**src/rtl/mmu_tlb.sv**
```systemverilog
// Small fully associative TLB with FIFO replacement, same-cycle update bypass
// and a saturating miss counter.
module mmu_tlb #(
  parameter int  PAGE_NUM_WIDTH = 20,
  parameter int  ENTRIES        = 4,
  localparam int IDX_W          = $clog2(ENTRIES),
  localparam int OFF_W          = 32 - PAGE_NUM_WIDTH
) (
  input  logic                      clk,
  input  logic                      clr,
  input  logic                      stall,
  input  logic                      mmu_en,
  input  logic                      mmu_update,
  input  logic [PAGE_NUM_WIDTH-1:0] vpage_in,
  input  logic [PAGE_NUM_WIDTH-1:0] ppage_in,
  input  logic                      flush,
  input  logic [31:0]               vaddr_in,
  output logic [31:0]               paddr_o,
  output logic                      mmu_error_o,
  output logic [IDX_W-1:0]          hit_idx_o,
  output logic [15:0]               miss_cnt_o
);

  logic [ENTRIES-1:0]        valid_q, valid_d;
  logic [PAGE_NUM_WIDTH-1:0] vpage_q [ENTRIES];
  logic [PAGE_NUM_WIDTH-1:0] vpage_d [ENTRIES];
  logic [PAGE_NUM_WIDTH-1:0] ppage_q [ENTRIES];
  logic [PAGE_NUM_WIDTH-1:0] ppage_d [ENTRIES];
  logic [IDX_W-1:0]          ptr_q, ptr_d;
  logic                      en_q, en_d;
  logic [15:0]               miss_q, miss_d;

  logic [PAGE_NUM_WIDTH-1:0] vpn;
  logic [OFF_W-1:0]          off;
  logic                      st_hit, upd_match, byp_hit, hit, en;
  logic [IDX_W-1:0]          st_idx, upd_idx, wr_idx;
  logic [PAGE_NUM_WIDTH-1:0] ppage_hit;

  assign vpn = vaddr_in[31:OFF_W];
  assign off = vaddr_in[OFF_W-1:0];
  assign en  = mmu_update ? mmu_en : en_q;

  // Descending scan so the lowest matching index wins.
  always_comb begin
    st_hit    = 1'b0;
    st_idx    = '0;
    upd_match = 1'b0;
    upd_idx   = '0;
    for (int i = ENTRIES - 1; i >= 0; i--) begin
      if (valid_q[i] && vpage_q[i] == vpn) begin
        st_hit = 1'b1;
        st_idx = IDX_W'(i);
      end
      if (valid_q[i] && vpage_q[i] == vpage_in) begin
        upd_match = 1'b1;
        upd_idx   = IDX_W'(i);
      end
    end
  end

  // A flush empties the table first, so a simultaneous update always lands at 0.
  assign wr_idx    = flush ? '0 : (upd_match ? upd_idx : ptr_q);
  assign byp_hit   = mmu_update && (vpage_in == vpn);
  assign hit       = byp_hit || st_hit;
  assign ppage_hit = byp_hit ? ppage_in : ppage_q[st_idx];
  assign hit_idx_o = byp_hit ? wr_idx : (st_hit ? st_idx : '0);
  assign miss_cnt_o = miss_q;

  always_comb begin
    paddr_o     = vaddr_in;
    mmu_error_o = 1'b0;
    if (en) begin
      if (hit) begin
        paddr_o = {ppage_hit, off};
      end else begin
        paddr_o     = {{PAGE_NUM_WIDTH{1'b0}}, off};
        mmu_error_o = 1'b1;
      end
    end
  end

  always_comb begin
    valid_d = valid_q;
    vpage_d = vpage_q;
    ppage_d = ppage_q;
    ptr_d   = ptr_q;
    en_d    = en_q;
    miss_d  = miss_q;
    if (!stall) begin
      if (flush) begin
        valid_d = '0;
        ptr_d   = '0;
      end
      if (mmu_update) begin
        en_d = mmu_en;
        if (flush || !upd_match) begin
          vpage_d[wr_idx] = vpage_in;
          ppage_d[wr_idx] = ppage_in;
          valid_d[wr_idx] = 1'b1;
          ptr_d           = wr_idx + IDX_W'(1);
        end else begin
          ppage_d[upd_idx] = ppage_in;
        end
      end
      if (mmu_error_o && miss_q != 16'hFFFF) begin
        miss_d = miss_q + 16'd1;
      end
    end
  end

  always_ff @(posedge clk) begin
    if (clr) begin
      valid_q <= '0;
      ptr_q   <= '0;
      en_q    <= 1'b0;
      miss_q  <= '0;
    end else begin
      valid_q <= valid_d;
      ptr_q   <= ptr_d;
      en_q    <= en_d;
      miss_q  <= miss_d;
    end
  end

  // Page numbers are only meaningful under a valid bit, so they carry no reset.
  always_ff @(posedge clk) begin
    vpage_q <= vpage_d;
    ppage_q <= ppage_d;
  end

endmodule

```
**config.mk**
```make
export PLATFORM = sky130hd
export DESIGN_NAME = mmu_tlb
export DESIGN_NICKNAME = d
export VERILOG_FILES = /design/src/rtl/mmu_tlb.sv
export SDC_FILE = /design/constraint.sdc
export NUM_CORES = 1
export LEC_CHECK = 0
export CELL_PAD_IN_SITES_DETAIL_PLACEMENT = 1
export CELL_PAD_IN_SITES_GLOBAL_PLACEMENT = 1
export CORE_MARGIN = 2
export CORE_UTILIZATION = 29
export DETAILED_ROUTE_END_ITERATION = 12
export PLACE_DENSITY = 0.61
export REMOVE_ABC_BUFFERS = 1
export SLEW_MARGIN = 20
export SYNTH_ARGS = -nofsm -noshare
export SYNTH_HDL_FRONTEND = slang
export SYNTH_SLANG_ARGS = --single-unit
export TNS_END_PERCENT = 50
```
**constraint.sdc**
```tcl
create_clock -name clk -period 3.9 [get_ports clk]
set_clock_uncertainty 0.05 [all_clocks]
set_input_delay 0.585 -clock clk [delete_from_list [all_inputs] [get_ports clk]]
set_output_delay 0.585 -clock clk [all_outputs]
set_load 0.1 [all_outputs]
```
==> impl_metrics.csv <==
group,metric,value,unit
placed_design,gp_congestion,0.868,
layout,antenna_cells,0,
die,die_h,193,um
layout,finalNonFillerCells,1612,
clocking,cts_tree,"done",
clocking,ctsHoldBuffers,0,
routing,avgRoutedWirePerCell,22.7,um
worst_setup_path,r2r_end,"ppage_q[34]",
worst_hold_path,hold_start,"ptr_q[1]",
worst_setup_path,crit_path_end_kind,"primary output",
routing,drtAntennaViolNets,0,
timing,rsz0062_at_grt,"true",
die,ios,129,
timing,max-slew-margin-rel,0.349,
yosys,syn_inst,906,
worst_setup_path,reg2reg_depth,13,
placed_design,dp_cells,1547,
clocking,cts_max_path_buffers,2,
yosys,synth_ff_type,"edfxtp_1",
placed_design,port_buffers,104,
worst_setup_path,cp_data_arrival_time,3.44,ns
timing,period_minus_slack,4.08,ns
pwr,p_per_area,311,nW/um^2
worst_hold_path,hp-class,"reg -> reg",
clocking,clk_pin_slew_worst_paths,0.07,ns
flow_run,drv_cap,0,
yosys,async_flop_share,0,
yosys,synth.avg_cell_area,11.5,um^2
die,initial_core_util,0.293,
worst_setup_path,cp.required,3.26,ns
worst_setup_path,worst-setup-path-type,"in -> out",
layout,syn_to_final_growth,46.8,%
placed_design,place_area,13200,um^2
worst_setup_path,cp-start-kind,"input port",
pwr,p_sw,0.00137,W
clocking,cts_max_level,4,
pwr,p_sw_frac,0.289,
timing,fmax,245,MHz
grt,antenna_found_initial,0,
routing,drt_pass1_iterations,5,
status,violations,"setup timing",
grt,grt_overflow,0,
placed_design,place_ws,-0.604,ns
pwr,p_int,0.00338,W
yosys,synth-seq-cells,183,
yosys,yosysSeqAreaShare,0.506,
grt,grt_max_degree,21,
worst_hold_path,hold_depth,2,
routing,first_iter_violations,448,
grt,grt_pass1_wl,54800,um
routing,num_vias,8094,
timing,finalCritPeriodShare,1.05,
clocking,clk_latency,0.47,ns
clocking,clkSinkCount,183,
die,rows,69,
yosys,synth-edff-count,160,
die,core_area,35500,um^2
worst_setup_path,r2r-start,"vpage_q[22]",
pwr,clockPowerShare,0.362,
timing,hold_violations,0,
grt,grt_usage,0.195,
routing,drt-vias-per-instance,5.02,
clocking,root_buffer,"clkbuf_16",
routing,totalWireLength,36500,um
yosys,syn_area,10400,um^2
worst_hold_path,min_to,"ptr_q[1]",
worst_setup_path,crit_path_max_fanout,5,
pwr,fin_total_pwr,0.00475,W
pwr,sequentialPowerShare,0.456,
grt,grt_pass1_vias,8716,
timing,drv_slew,0,
timing,setup_viol,20,
layout,nets,1221,
layout,stdcell_area,15300,um^2
timing,tightest_slew,0.973,ns
clocking,numCtsBuffers,17,
yosys,ys.warnings.count,0,
yosys,synth_cell_types,57,
layout,drive_above_1_share,0.362,
die,dieArea,37400,um^2
worst_setup_path,r2r_setup_slack,0.48,ns
die,die_w,193,um
timing,fin_ws,-0.178,ns
pwr,power_leakage,5.40,nW
pwr,irDropWorstVdd,332,uV
routing,drc,0,
placed_design,hpwlAfterDp,25000,um
status,status,"finished, violations left",
pwr,p_comb_frac,0.182,
-- registers in the layout, indices dropped and copies added (netlist names) --
signal	flops
valid_q	4
vpage_q	80
miss_cnt_o	16
en_q	1
ptr_q	2
ppage_q	80
-- synthesized netlist by cell type (5+ instances only) --
master    instances  area share
edfxtp_1        160        0.46
xnor2_1         141        0.12
nor2b_1          49       0.029
and2_1           46       0.028
nand4_1          46       0.028
nor2_1           46       0.017
xor2_1           43       0.036
nand2_1          35       0.013
buf_2            34       0.016
nor4_1           25       0.015
mux2_2           24       0.026
dfxtp_1          23       0.044
mux2i_1          23       0.022
buf_4            21       0.015
clkbuf_1         21      0.0076
nor3b_1          21       0.015
o21a_1           20       0.014
a311oi_1         19       0.016
nand3_1          18      0.0087
a21oi_1           8      0.0038
inv_1             7      0.0025
nand2b_1          6      0.0036
a22oi_1           5      0.0036
ha_1              5      0.0060
-- power groups by stage --
stage | Combinational (W) | Sequential, W | Clock, W
6_report | 0.000864 | 0.00217 | 0.00172
5_1_grt | 0.000908 | 0.00217 | 0.00183
4_1_cts | 0.000827 | 0.00217 | 0.00175
3_5_place_dp | 0.000786 | 0.00221 | 0
3_3_place_gp | 0.000777 | 0.00221 | 0
2_1_floorplan | 0.000346 | 0.00221 | 0
-- layout make-up --
class / instances / area (um^2)
Sequential cell: 183 / 5270
Tap cell: 461 / 577
Inverter: 7 / 26.3
Timing Repair Buffer: 292 / 3150
Fill cell: 3679 / 20200
Multi-Input combinational cell: 637 / 5690
Clock inverter: 14 / 129
Clock buffer: 18 / 429
-- routing by layer --
layer / GRT usage / vias to the layer above / share of wire
met3: 0.0295 / 40 / 0.030
met4: 0.0565 / 0 / 0.017
li1: - / 3711 / -
met5: 0 / - / 0
met2: 0.340 / 172 / 0.51
met1: 0.249 / 4171 / 0.44
-- how the worst max path moves through the flow --
stage	start	end	slack [ns]	cells after the start
2_1_floorplan	vaddr_in[25]	paddr_o[12]	-2.18	8
3_3_place_gp	vaddr_in[18]	paddr_o[25]	-0.58	12
3_5_place_dp	vaddr_in[18]	paddr_o[25]	-0.60	12
4_1_cts	vpage_q[15]	paddr_o[23]	-0.11	12
5_1_grt	vpage_q[6]	paddr_o[16]	-0.30	12
6_report	vaddr_in[17]	paddr_o[16]	-0.18	16
-- cell usage in the layout, fill, tap and decap left out, types with 9 or more instances in the layout --
master,Yosys,routed
edfxtp_1,160,160
buf_4,21,138
xnor2_1,141,98
nor2b_1,49,47
nand4_1,46,46
and2_1,46,46
buf_12,0,46
nor2_1,46,44
clkdlybuf4s50_1,0,44
xor2_1,43,37
xnor2_2,0,37
nand2_1,35,32
dfxtp_1,23,23
mux2i_1,23,22
o21a_1,20,20
clkbuf_16,0,19
nand3_1,18,18
mux2_4,0,17
buf_6,3,16
dlygate4sd2_1,0,14
nor4_2,1,13
nor3b_2,0,13
a311oi_2,0,12
nor4_1,25,11
buf_2,34,9
-- logic make-up after synthesis --
logic type / after synthesis / share of synthesized area
and+or+nand+nor: 325 / 0.183
xor gates and xnor gates: 184 / 0.155
DFF: 183 / 0.506
buffers and inverters: 86 / 0.0449
AOI/OAI and AO/OA: 76 / 0.0571
muxes: 47 / 0.0481
adders and majority gates: 5 / 0.00601
-- worst max-delay path, stage by stage --
cell,delay [ns]
clkdlybuf4s15_1,0.17
buf_6,0.14
buf_12,0.14
xnor2_4,0.20
nand4_1,0.14
nor4_2,0.30
nand4b_1,0.17
buf_4,0.19
a21oi_4,0.19
buf_6,0.16
buf_12,0.13
mux2_4,0.32
nor3b_4,0.21
a311oi_2,0.06
buf_4,0.16
buf_12,0.16
-- stage by stage --
stage	util	hold slack, ns	setup TNS, ns
finish	0.430	0.452	-1.59
CTS	0.419	0.447	-1.15
floorplan	-	0.409	-44.18
global placement	0.373	0.425	-27.09
detailed placement	0.373	0.434	-28.72
global route	0.430	0.505	-4.17
-- what timing repair did --
action,4_1_cts,5_1_grt
gates resized for setup,200,74
pin swaps,53,42
setup buffers,26,12
gates cloned,10,0
endpoints found under the setup margin,22,22
No activity file was read; power rests on OpenSTA's default activity.
